**config.mk**
```make
export PLATFORM = sky130hd
export DESIGN_NAME = mem_dma
export DESIGN_NICKNAME = d
export VERILOG_FILES = /design/src/rtl/mem_dma.sv
export SDC_FILE = /design/constraint.sdc
export NUM_CORES = 1
export LEC_CHECK = 0
export CAP_MARGIN = 20
export CELL_PAD_IN_SITES_DETAIL_PLACEMENT = 0
export CELL_PAD_IN_SITES_GLOBAL_PLACEMENT = 1
export CORE_UTILIZATION = 36
export DETAILED_ROUTE_END_ITERATION = 10
export GPL_TIMING_DRIVEN = 0
export PLACE_DENSITY_LB_ADDON = 0.08
export SLEW_MARGIN = 20
export SYNTH_ARGS = -nofsm -noshare
export SYNTH_HDL_FRONTEND = slang
export SYNTH_SLANG_ARGS = --single-unit
```
**constraint.sdc**
```tcl
create_clock -name clk -period 4.35 [get_ports clk]
set_input_delay 0.87 -clock clk [delete_from_list [all_inputs] [get_ports clk]]
set_output_delay 0.87 -clock clk [all_outputs]
set_load 0.01 [all_outputs]
```
**src/rtl/mem_dma.sv**
```systemverilog
// Single-channel memory-to-memory DMA that sits between a CPU port and a memory bank.
// Optional fill mode (constant pattern writes) is enabled by defining DMA_FILL_EN.
`ifndef DATA_WORD_SIZE
`define DATA_WORD_SIZE 8
`endif
`ifndef DATA_ADDR_SIZE
`define DATA_ADDR_SIZE 8
`endif

module mem_dma #(
   parameter int unsigned word_size = `DATA_WORD_SIZE,
   parameter int unsigned addr_size = `DATA_ADDR_SIZE
) (
   input  logic                 clk,
   input  logic                 rst_n,
   input  logic                 start,
   input  logic [addr_size-1:0] src,
   input  logic [addr_size-1:0] dst,
   input  logic [addr_size-1:0] len,
   input  logic                 fill,
   input  logic [word_size-1:0] fill_val,
   output logic                 busy,
   output logic                 done,
   input  logic                 cpu_w_en,
   input  logic [addr_size-1:0] cpu_addr,
   input  logic [word_size-1:0] cpu_d_in,
   output logic                 cpu_stall,
   output logic                 mem_w_en,
   output logic [addr_size-1:0] mem_addr,
   output logic [word_size-1:0] mem_d_in,
   input  logic [word_size-1:0] mem_d_out
);

   typedef enum logic [1:0] {IDLE, READ, WRITE, DONE} state_t;

   state_t               state, state_nxt;
   logic [addr_size-1:0] src_ptr, src_nxt;
   logic [addr_size-1:0] dst_ptr, dst_nxt;
   logic [addr_size-1:0] count, count_nxt;
   logic [word_size-1:0] data_reg, data_nxt;
   logic                 fill_start;
   logic                 fill_mode;
   logic [word_size-1:0] wr_data;

`ifdef DMA_FILL_EN
   logic                 fill_reg;
   logic [word_size-1:0] fill_val_reg;

   // Fill configuration is captured on the same start edge as the pointers
   always_ff @(posedge clk or negedge rst_n) begin
      if (!rst_n) begin
         fill_reg     <= 1'b0;
         fill_val_reg <= '0;
      end else if (state == IDLE && start) begin
         fill_reg     <= fill;
         fill_val_reg <= fill_val;
      end
   end

   assign fill_start = fill;
   assign fill_mode  = fill_reg;
   assign wr_data    = fill_reg ? fill_val_reg : data_reg;
`else
   logic fill_unused;

   assign fill_unused = ^{fill, fill_val};
   assign fill_start  = 1'b0;
   assign fill_mode   = 1'b0;
   assign wr_data     = data_reg;
`endif

   assign cpu_stall = busy;

   always_ff @(posedge clk or negedge rst_n) begin
      if (!rst_n) begin
         state    <= IDLE;
         src_ptr  <= '0;
         dst_ptr  <= '0;
         count    <= '0;
         data_reg <= '0;
         busy     <= 1'b0;
         done     <= 1'b0;
      end else begin
         state    <= state_nxt;
         src_ptr  <= src_nxt;
         dst_ptr  <= dst_nxt;
         count    <= count_nxt;
         data_reg <= data_nxt;
         busy     <= (state_nxt == READ) || (state_nxt == WRITE);
         done     <= (state_nxt == DONE);
      end
   end

   // Memory port belongs to the CPU except while a transfer is moving data
   always_comb begin
      state_nxt = state;
      src_nxt   = src_ptr;
      dst_nxt   = dst_ptr;
      count_nxt = count;
      data_nxt  = data_reg;
      mem_w_en  = cpu_w_en;
      mem_addr  = cpu_addr;
      mem_d_in  = cpu_d_in;
      case (state)
         IDLE: begin
            if (start) begin
               src_nxt   = src;
               dst_nxt   = dst;
               count_nxt = len;
               if (len == '0)      state_nxt = DONE;
               else if (fill_start) state_nxt = WRITE;
               else                 state_nxt = READ;
            end
         end
         READ: begin
            mem_w_en  = 1'b0;
            mem_addr  = src_ptr;
            data_nxt  = mem_d_out;
            state_nxt = WRITE;
         end
         WRITE: begin
            mem_w_en  = 1'b1;
            mem_addr  = dst_ptr;
            mem_d_in  = wr_data;
            src_nxt   = src_ptr + addr_size'(1);
            dst_nxt   = dst_ptr + addr_size'(1);
            count_nxt = count - addr_size'(1);
            if (count == addr_size'(1)) state_nxt = DONE;
            else if (fill_mode)         state_nxt = WRITE;
            else                        state_nxt = READ;
         end
         DONE: begin
            state_nxt = IDLE;
         end
         default: begin
            state_nxt = IDLE;
         end
      endcase
   end

endmodule

```
==> Word level (Yosys, flattened, before mapping) <==
Index checks and enable logic that the tools add are counted.
{ "word_totals": {"reg_bits": 36, "output_inout_bits": 20, "word_cells": 36} }
{ "op_classes": {"n_addsub": 3, "n_eq_ne": 8, "n_mux": 13, "reduce_logical": 5} }
{ "op_table": {"columns": ["cell", "n"], "rows": [
  ["one-hot mux 8 bit (2 select lines)", 4],
  ["two-way mux 8 bit", 4],
  ["adder 8 x 1 -> 8 bit (second input constant)", 2],
  ["== test 2 bit (second input constant)", 4],
  ["== test 8 x 1 -> 1 bit (second input constant)", 1],
  ["zero test 8 bit", 1],
  ["one-hot mux 2 bit (4 select lines)", 1],
  ["subtractor 8 x 1 -> 8 bit (second input constant)", 1],
  ["two-way mux 2 bit", 3],
  ["== test 2 x 1 -> 1 bit (second input constant)", 2],
  ["zero test 2 bit", 1],
  ["inequality test 2 bit (second input constant)", 1],
  ["one-hot mux 1 bit (2 select lines)", 1],
  ["AND reduction 2 bit", 1],
  ["nonzero test 2 bit", 1],
  ["logical OR 1 bit", 1]
]} }

==> Logic depth before layout (Yosys ltp) <==
Gate-level depths: netlist of the first run.
{ "logic_depth": {"ltp_word": 6, "ltp_mapped": 8} }

==> Worst setup path after synthesis of the first run <==
OpenSTA, ideal clock, no wires.
{ "synth_timing": {"kind": "flip-flop to output port", "from": "register state[0]", "to": "output port mem_addr[1]", "arrival_time_ns": 1.561, "required_ns": 3.480, "path_slack_ns": 1.919, "path_stages_with_launch": 8, "path_buffers": 3, "path_cell_list": "dfrtp_1 -> inv_1 -> ha_1 -> buf_2 -> buf_2 -> buf_2 -> a22oi_1 -> a21oi_1"} }
{ "synth_between": {"elab_chain_len": 2} }
{ "synth_lines": {"columns": ["item", "line_no", "rtl"], "rows": [
  ["from (decl)", "36", "state_t state, state_nxt;"],
  ["from (signal assigned)", "84", "state <= state_nxt;"],
  ["== test 2 bit / == test 2 x 1 -> 1 bit (equally long branches)", "104", "case (state)"],
  ["one-hot mux 8 bit (2 select lines) (*)", "104", null],
  ["to (decl)", "29", "output logic [addr_size-1:0] mem_addr,"]
]} }
Every way passes the cells marked *; elsewhere a longest branch is shown, timed or not.

==> Worst setup path in the final report of the first run <==
{ "layout_timing": {"from": "register state[0]", "to": "output port mem_w_en"} }
{ "layout_between": {"elab_chain_len": 2} }
{ "layout_lines": {"columns": ["item", "line_no", "rtl"], "rows": [
  ["== test 2 bit / == test 2 x 1 -> 1 bit (equally long branches)", "104", null],
  ["one-hot mux 1 bit (2 select lines) (*)", "104", null],
  ["to (decl)", "28", "output logic mem_w_en,"]
]} }
Marked as above.

==> results.toml, run 1 <==
[run_status]
status = "finished with violations"
violations = "DRC"

[critical_path]
cp.arrival_ps = 2770
slowest_delay_ps = 530
rr_endpoint = "busy"
start_kind = "register"
crit_cells = 7
rr_startpoint = "state[1]"
cp_num_buf_inv = 5
cp_common_cell = "buf_2"
crit_chain = "inv_1 > ha_1 > buf_2 > buf_2 > clkbuf_1 > mux2_2 > clkdlybuf4s50_1"
regToRegSetupSlack_ps = 2010
crit_fanout = 10
critPathSlowestCell = "clkdlybuf4s50_1"
critPathCapture = "mem_w_en"
worstRegToRegCells = 7
critPathTopFamily = "buffers and inverters"
critical_path.startpoint = "state[0]"
worst-setup-path-type = "reg -> out"
end_kind = "output pin"
required_ps = 3480

[global_routing]
grt_pass1_wl_um = 11500
antenna_found_initial = 0
overflow = 0
grt_usage_pct = 20.61
grt_max_degree = 20
grt_pass1_vias = 2262

[layout]
multi_input_area_um2 = 1399
antenna_cells = 0
fin_nets = 418
fillers = 608
stdcell_count = 426
regArea_um2 = 900.9
area_growth_syn_to_layout_pct = 37.69
final_common_cell = "clkdlybuf4s50_1"
layout_common_cells = "clkdlybuf4s50_1 (69), dfrtp_1 (36), nor2_1 (24)"
layout-drive-gt1-share_pct = 12.89

[sta]
fin_skew_ps = 8.310
hold_viol_final = 0
rsz0062_at_grt = "no"
max_slew.worst_pin.slew_ps = 553.6
finalSetupViolations = 0
fin_tns_setup_ps = 0
period_minus_slack_ps = 3641
max_slew_margin_pct = 63.09
drv_slew = 0
fin_crit_sh_pct = 83.70
max_clock_freq_mhz = 274.6

[cts]
path_clk_slew_ps = 70
cts.sinks = 36
post_cts_buffers = 0
postCtsHoldBufs = 0
insertion_delay_ps = 290
clk_path_buf_depth = 2
cts_tree = "done"
cts_root_buf = "clkbuf_8"
htreeDepth = 2
ctsResizeCount = 0
numCtsBuffers = 5

[min_path]
hold_depth = 1
hold_class = "reg -> reg"

[floorplan]
die_h_um = 84.16
dieArea_um2 = 7082
die_w_um = 84.16
core_area_um2 = 6422
pin_count = 81
start_util_pct = 37.83
fp-row-count = 29

[synth]
synth_top_cell_by_area = "dfrtp_1"
syn-cell-area_um2 = 2430
ys_seq_area_share_pct = 37.08
yosys_most_used_dff = "dfrtp_1"
synth_nets = 340
synth_async_sr_flop_share_pct = 100.0
synthDistinctLibCells = 51
synth_edf_count = 0
ys_warn_count = 0
synth_area_leaders = "dfrtp_1 (37%), mux2_2 (8.3%), o21ai_0 (4.5%)"
syn_avg_cell_area_um2 = 8.966
syn_inst = 271
ys_seq_elements = 36
synth_top_area_share_pct = 37.08

[power_and_ir_drop]
ir_worst_vdd_uv = 391.0
p_per_area_nw_per_um2 = 732.1
leakagePower_uw = 0.001333

[detailed_routing]
first_pass_iters = 8
antenna_left = 0
postRouteWirelength_um = 7192
wl_per_cell_um = 16.88
vias_per_cell = 5.638
vias = 2402
route.detailed.drc = 6
drt-initial-drc-count = 115

[place]
placedCellCount = 419
dpl.hpwl_um = 5286
portBuffers = 70
place_congestion = 0.8232

[job]
cap_violations = 0
-- per-stage QoR --
stage	setup slack [ps]	hold slack [ps]	utilization [%]	total power [µW]	area, µm²
after floorplan	1919	464.8	-	1598	2430
after global placement	1014	487.9	50.24	2177	3227
after detailed placement	1034	494.4	50.59	2192	3249
after CTS	698.4	512.1	52.09	2467	3346
after global routing	527.6	534.4	52.09	2654	3346
final	709.0	507.9	52.09	2449	3346
-- worst min path at each step --
stage,start,to,slack [ps]
finish,data_reg[0],data_reg[0],510
detailed placement,data_reg[4],data_reg[4],490
floorplan,count[1],count[1],460
CTS,data_reg[3],data_reg[3],510
global placement,data_reg[5],data_reg[5],490
global route,data_reg[1],data_reg[1],530
-- where the power goes --
part	leakage (µW)	switching [µW]	internal, µW
logic	0.000863	793	733
registers	0.000420	160	502
clock network	0.0000503	120	141
-- final cells by class --
cell class,count,area share (%)
multi-input combinational,205,41.81
clock buffer,7,2.880
tap,77,2.880
buffer,21,2.880
timing repair buffer,71,21.62
inverter,9,1.010
sequential,36,26.93
-- layer usage --
layer / GRT usage [%] / vias to the layer above / share of wire (%)
met3: 4.031 / 2 / 7.8
met5: 0 / - / 0
met2: 33.53 / 97 / 45
met1: 28.66 / 1133 / 47
met4: 4.075 / 0 / 0.26
li1: - / 1170 / -
-- cells by family (layout without fill, tap and decap cells) --
logic type	count (synthesis)	in the layout	share of synthesized area [%]
adders and majority gates	8	8	4.120
buffers and inverters	30	108	5.355
DFF	36	36	37.08
and+or+nand+nor	93	93	19.83
muxes	24	24	10.81
AOI/OAI and AO/OA	80	80	22.81
-- cells in the mapped netlist (all sizes together), types with 2 or more instances --
cell and number:
and4 2, nand3 12, a221o 4, o21ai 22, o31ai 2, mux2i 6
nor4 4, a221oi 5, and3 3, a21boi 2, nand4 2, inv 9
or3 3, or4 2, a32oi 2, o22ai 2, nand2b 7, nand2 19
nand3b 3, a22oi 9, a21oi 12, o22a 2, nor2b 5, ha 8
dfrtp 36, buf 13, o211ai 2, nor2 24, nor3 4, clkbuf 8
mux2 18, a31oi 5
(Power assumes the default switching activity.)
==> run 2: changes to the inputs <==
--- a/config.mk
+++ b/config.mk
@@ -8,7 +8,7 @@
 export CAP_MARGIN = 20
 export CELL_PAD_IN_SITES_DETAIL_PLACEMENT = 0
 export CELL_PAD_IN_SITES_GLOBAL_PLACEMENT = 1
-export CORE_UTILIZATION = 36
+export CORE_UTILIZATION = 34
 export DETAILED_ROUTE_END_ITERATION = 10
 export GPL_TIMING_DRIVEN = 0
 export PLACE_DENSITY_LB_ADDON = 0.08
==> constraint.sdc (replaced) <==
create_clock -name clk -period 3.7 [get_ports clk]
set_input_delay 0.74 -clock clk [delete_from_list [all_inputs] [get_ports clk]]
set_output_delay 0.74 -clock clk [all_outputs]
set_load 0.01 [all_outputs]
==> run 2 against run 1 <==
- the run now ends clean
- combinational power rose by 18%
- register-to-register slack got worse by 700 ps
- via count fell by 1.0%
- critical path depth rose by 1
==> results.toml, run 2 (synthesized netlist as in run 1, its figures left out) <==
[run_status]
status = "finished, final reports clean"

[layout]
final_core_util_pct = 49.19
layout_common_cells = "clkdlybuf4s50_1 (69), dfrtp_1 (36), nor2_1 (24)"
antenna_cells = 0
fin_nets = 418
final_common_cell = "clkdlybuf4s50_1"
area_growth_syn_to_layout_pct = 38.31
layout-drive-gt1-share_pct = 13.14

[place]
dpl.hpwl_um = 5341
place_congestion = 0.7725
portBuffers = 70
preCtsSetupSlack_ps = 464.8

[global_routing]
overflow = 0
grt_usage_pct = 21.03
antenna_found_initial = 0
grt_pass1_wl_um = 12010
grt_max_degree = 24
grt_pass1_vias = 2289

[sta]
rsz0062_at_grt = "no"
fin_tns_setup_ps = 0
hold_viol_final = 0
fin_skew_ps = 11.69
max_slew_margin_pct = 61.42
fin_crit_sh_pct = 94.90
finalSetupViolations = 0
drv_slew = 0
max_clock_freq_mhz = 284.8
period_minus_slack_ps = 3511
max_slew.worst_pin.slew_ps = 578.6
worst_slack_ps = 188.8

[power_and_ir_drop]
seqPwrFrac_pct = 27.0
leakagePower_uw = 0.001328
p_per_area_nw_per_um2 = 857.9
p_int_uw = 1604
finalPower_uw = 2883
p_comb_share_pct = 62.4
power.switching_uw = 1280
clockPowerShare_pct = 10.5
sw_frac_of_total_pct = 44.38
ir_worst_vdd_uv = 371.1

[cts]
cts.sinks = 36
numCtsBuffers = 5
post_cts_buffers = 0
htreeDepth = 2
path_clk_slew_ps = 80
cts_root_buf = "clkbuf_8"
clk_path_buf_depth = 2
insertion_delay_ps = 300
cts_tree = "done"

[critical_path]
regToRegSetupSlack_ps = 1310
cp.arrival_ps = 2770
start_kind = "register"
end_kind = "output pin"
critical_path.startpoint = "state[0]"
worst-setup-path-type = "reg -> out"
crit_fanout = 10
rr_startpoint = "state[1]"
rr_endpoint = "busy"
required_ps = 2960
worstRegToRegCells = 7

[detailed_routing]
wl_per_cell_um = 16.50
postRouteWirelength_um = 7359
route.detailed.drc = 0
vias = 2378
vias_per_cell = 5.332
first_pass_iters = 4
drt-initial-drc-count = 196
antenna_left = 0

[floorplan]
start_util_pct = 35.57
core_area_um2 = 6832
dieArea_um2 = 7488
die_h_um = 86.54
fp-row-count = 30
pin_count = 81
die_w_um = 86.54

[job]
cap_violations = 0

[min_path]
hold_class = "in -> async"
## run 2: changes by cell type in the layout (fill, tap and decap cells not counted)
cell	before	now
buf_12	0	1
clkbuf_8	7	6
clkinvlp_4	0	1
clkbuf_2	0	1
buf_16	1	0
## run 2: cell type report
class | instances | area (µm²)
plain buffers | 21 | 97.59
clock buffers | 7 | 86.33
clock inverters | 1 | 7.507
fillers | 678 | 3471
inverters | 9 | 33.78
multi-input cells | 205 | 1399
flip-flops and latches | 36 | 900.9
well taps | 96 | 120.1
repair buffers | 71 | 715.7
## run 2: critical path, stage by stage (launching register included)
cell             delay [ps]
dfrtp_1                 390
inv_1                   120
ha_1                    260
buf_2                   250
buf_2                   250
buf_2                   310
a22oi_1                 160
a21oi_1                 180
clkdlybuf4s50_1         550
## run 2: worst max-delay path by stage
stage,depth (start not counted),endpoint,slack [ps]
6_report,8,mem_addr[1],190
5_1_grt,8,mem_addr[1],40
4_1_cts,7,mem_w_en,130
3_5_place_dp,7,mem_w_en,460
3_3_place_gp,7,mem_w_en,440
2_1_floorplan,7,mem_addr[1],1400
## run 2: per-stage QoR
stage	instance area, µm²	hold slack (ps)	std cells
global route	3361	368.8	446
finish	3361	349.4	446
detailed placement	3266	492.6	438
floorplan	2430	444.4	271
global placement	3251	486.7	437
CTS	3359	352.5	446
## run 2: power by group through the flow
stage          clock network [µW]  logic, µW  registers (µW)
4_1_cts                       315       1810             778
6_report                      304       1800             780
3_3_place_gp                    0       1790             776
3_5_place_dp                    0       1800             784
2_1_floorplan                   0       1150             732
5_1_grt                       330       1990             813
## run 2: routing by layer
layer / part of all wire (%) / track usage, % / wire (µm)
met5: 0 / 0 / 0
met4: 1.3 / 6.212 / 96
met3: 6.1 / 4.286 / 447
met2: 45 / 32.97 / 3338
met1: 47 / 29.31 / 3477
## run 2: what timing repair did
item | CTS | global route
endpoints found under the setup margin | 0 | 1
resized for setup | 0 | 2
hold buffers | 0 | 0
endpoints found under the hold margin | 0 | 0
==> run 3: changes to the inputs <==
--- a/config.mk
+++ b/config.mk
@@ -9,6 +9,7 @@
 export CELL_PAD_IN_SITES_DETAIL_PLACEMENT = 0
 export CELL_PAD_IN_SITES_GLOBAL_PLACEMENT = 1
 export CORE_UTILIZATION = 34
+export CTS_CLUSTER_DIAMETER = 80
 export DETAILED_ROUTE_END_ITERATION = 10
 export GPL_TIMING_DRIVEN = 0
 export PLACE_DENSITY_LB_ADDON = 0.08
==> constraint.sdc (replaced) <==
create_clock -name clk -period 3.7 [get_ports clk]
set_input_delay 0.74 -clock clk [delete_from_list [all_inputs] [get_ports clk]]
set_output_delay 0.74 -clock clk [all_outputs]
set_load 0.1 [all_outputs]
==> run 3 against run 2 <==
- hold slack worse by 1.6 ps
- wire length up 0.52%
- first-iteration DRC count up 4.1%
- flip-flop and latch count unchanged
- sequential share of layout area up 0.090 points
- register-to-register slack better by 20 ps
- non-clock buffer count unchanged
- critical path type unchanged
- critical endpoint unchanged
- highest routed layer unchanged
==> results.toml, run 3 (synthesized netlist as in run 1, its figures left out) <==
[cts]
cts.sinks = 36
numCtsBuffers = 5
insertion_delay_ps = 300
clk_path_buf_depth = 2
path_clk_slew_ps = 80
htreeDepth = 2
cts_root_buf = "clkbuf_8"
postCtsHoldBufs = 0
cts_tree = "done"

[global_routing]
grt_max_degree = 24
antenna_found_initial = 0
grt_usage_pct = 21.01
overflow = 0
grt_pass1_vias = 2286
grt_pass1_wl_um = 12000

[min_path]
hold_class = "in -> async"

[critical_path]
cp_num_buf_inv = 5
crit_chain = "inv_1 > ha_1 > buf_2 > buf_2 > buf_2 > a22oi_1 > a21oi_1 > clkdlybuf4s15_2"
required_ps = 2960
cp.arrival_ps = 2800
critPathTopFamily = "buffers and inverters"
worst-setup-path-type = "reg -> out"
regToRegSetupSlack_ps = 1330
crit_fanout = 10
cp_common_cell = "buf_2"
end_kind = "output pin"
slowest_delay_ps = 570
worstRegToRegCells = 7
critPathSlowestCell = "clkdlybuf4s15_2"
start_kind = "register"
rr_startpoint = "state[1]"
rr_endpoint = "busy"

[layout]
fin_nets = 418
final_common_cell = "clkdlybuf4s50_1"
layout_common_cells = "clkdlybuf4s50_1 (52), dfrtp_1 (36), nor2_1 (24)"
layout-drive-gt1-share_pct = 15.71
final_core_util_pct = 49.03
antenna_cells = 0
area_growth_syn_to_layout_pct = 37.85

[place]
place_congestion = 0.7725
portBuffers = 70
dpl.hpwl_um = 5341

[floorplan]
dieArea_um2 = 7488
fp-row-count = 30
core_area_um2 = 6832
die_h_um = 86.54
pin_count = 81
die_w_um = 86.54
start_util_pct = 35.57

[sta]
period_minus_slack_ps = 3536
rsz0062_at_grt = "no"
fin_crit_sh_pct = 95.56
max_slew_margin_pct = 35.82
fin_skew_ps = 10.58
finalSetupViolations = 0
hold_viol_final = 0
drv_slew = 0
max_clock_freq_mhz = 282.8
max_slew.worst_pin.slew_ps = 959.7

[detailed_routing]
vias = 2409
drt-initial-drc-count = 204
postRouteWirelength_um = 7397
first_pass_iters = 4
antenna_left = 0
wl_per_cell_um = 16.59
route.detailed.drc = 0
vias_per_cell = 5.401

[run_status]
status = "finished, final reports clean"

[job]
cap_violations = 0
## run 3: timing repair
| item | in CTS | in global routing |
|---|---|---|
| buffers inserted | 0 | 0 |
| gates resized for setup | 31 | 8 |
| pin swaps | 0 | 0 |
| setup endpoints to repair | 17 | 3 |
## run 3: through the flow
| stage | worst slack, ps | hold WS, ps | instances | cell area (µm²) | TNS [ps] |
|---|---|---|---|---|---|
| 2_1_floorplan | 111.5 | 444.4 | 271 | 2430 | 0 |
| 3_3_place_gp | -159.1 | 486.7 | 437 | 3251 | -526.1 |
| 3_5_place_dp | -133.7 | 492.6 | 438 | 3266 | -464.7 |
| 4_1_cts | 5.416 | 352.5 | 446 | 3356 | 0 |
| 5_1_grt | 22.47 | 368.8 | 446 | 3349 | 0 |
| 6_report | 164.3 | 347.8 | 446 | 3349 | 0 |
## run 3: worst max path at each step
stage          cells after the start      from          end
3_5_place_dp                       7  state[0]     mem_w_en
3_3_place_gp                       7  state[0]     mem_w_en
5_1_grt                            8  state[0]  mem_addr[1]
2_1_floorplan                      6  state[0]  mem_addr[0]
4_1_cts                            7  state[1]  mem_addr[0]
6_report                           8  state[0]  mem_addr[1]
## run 3: cell type report
type	count	area (µm²)
clock buffer	7	86.33
tap	96	120.1
timing repair buffer	71	704.4
buffer	21	97.59
fill	684	3482
clock inverter	1	7.507
multi-input combinational	205	1399
inverter	9	33.78
sequential	36	900.9
## run 3: layer usage
layer	part of all wire, %	GRT usage, %
met5	0	0
met4	1.3	6.212
met3	6.1	4.286
met2	46	32.97
met1	47	29.25
Power of run 3 is not shown: default switching activity piles up to over one toggle a cycle in this logic, so the estimate is an artifact.
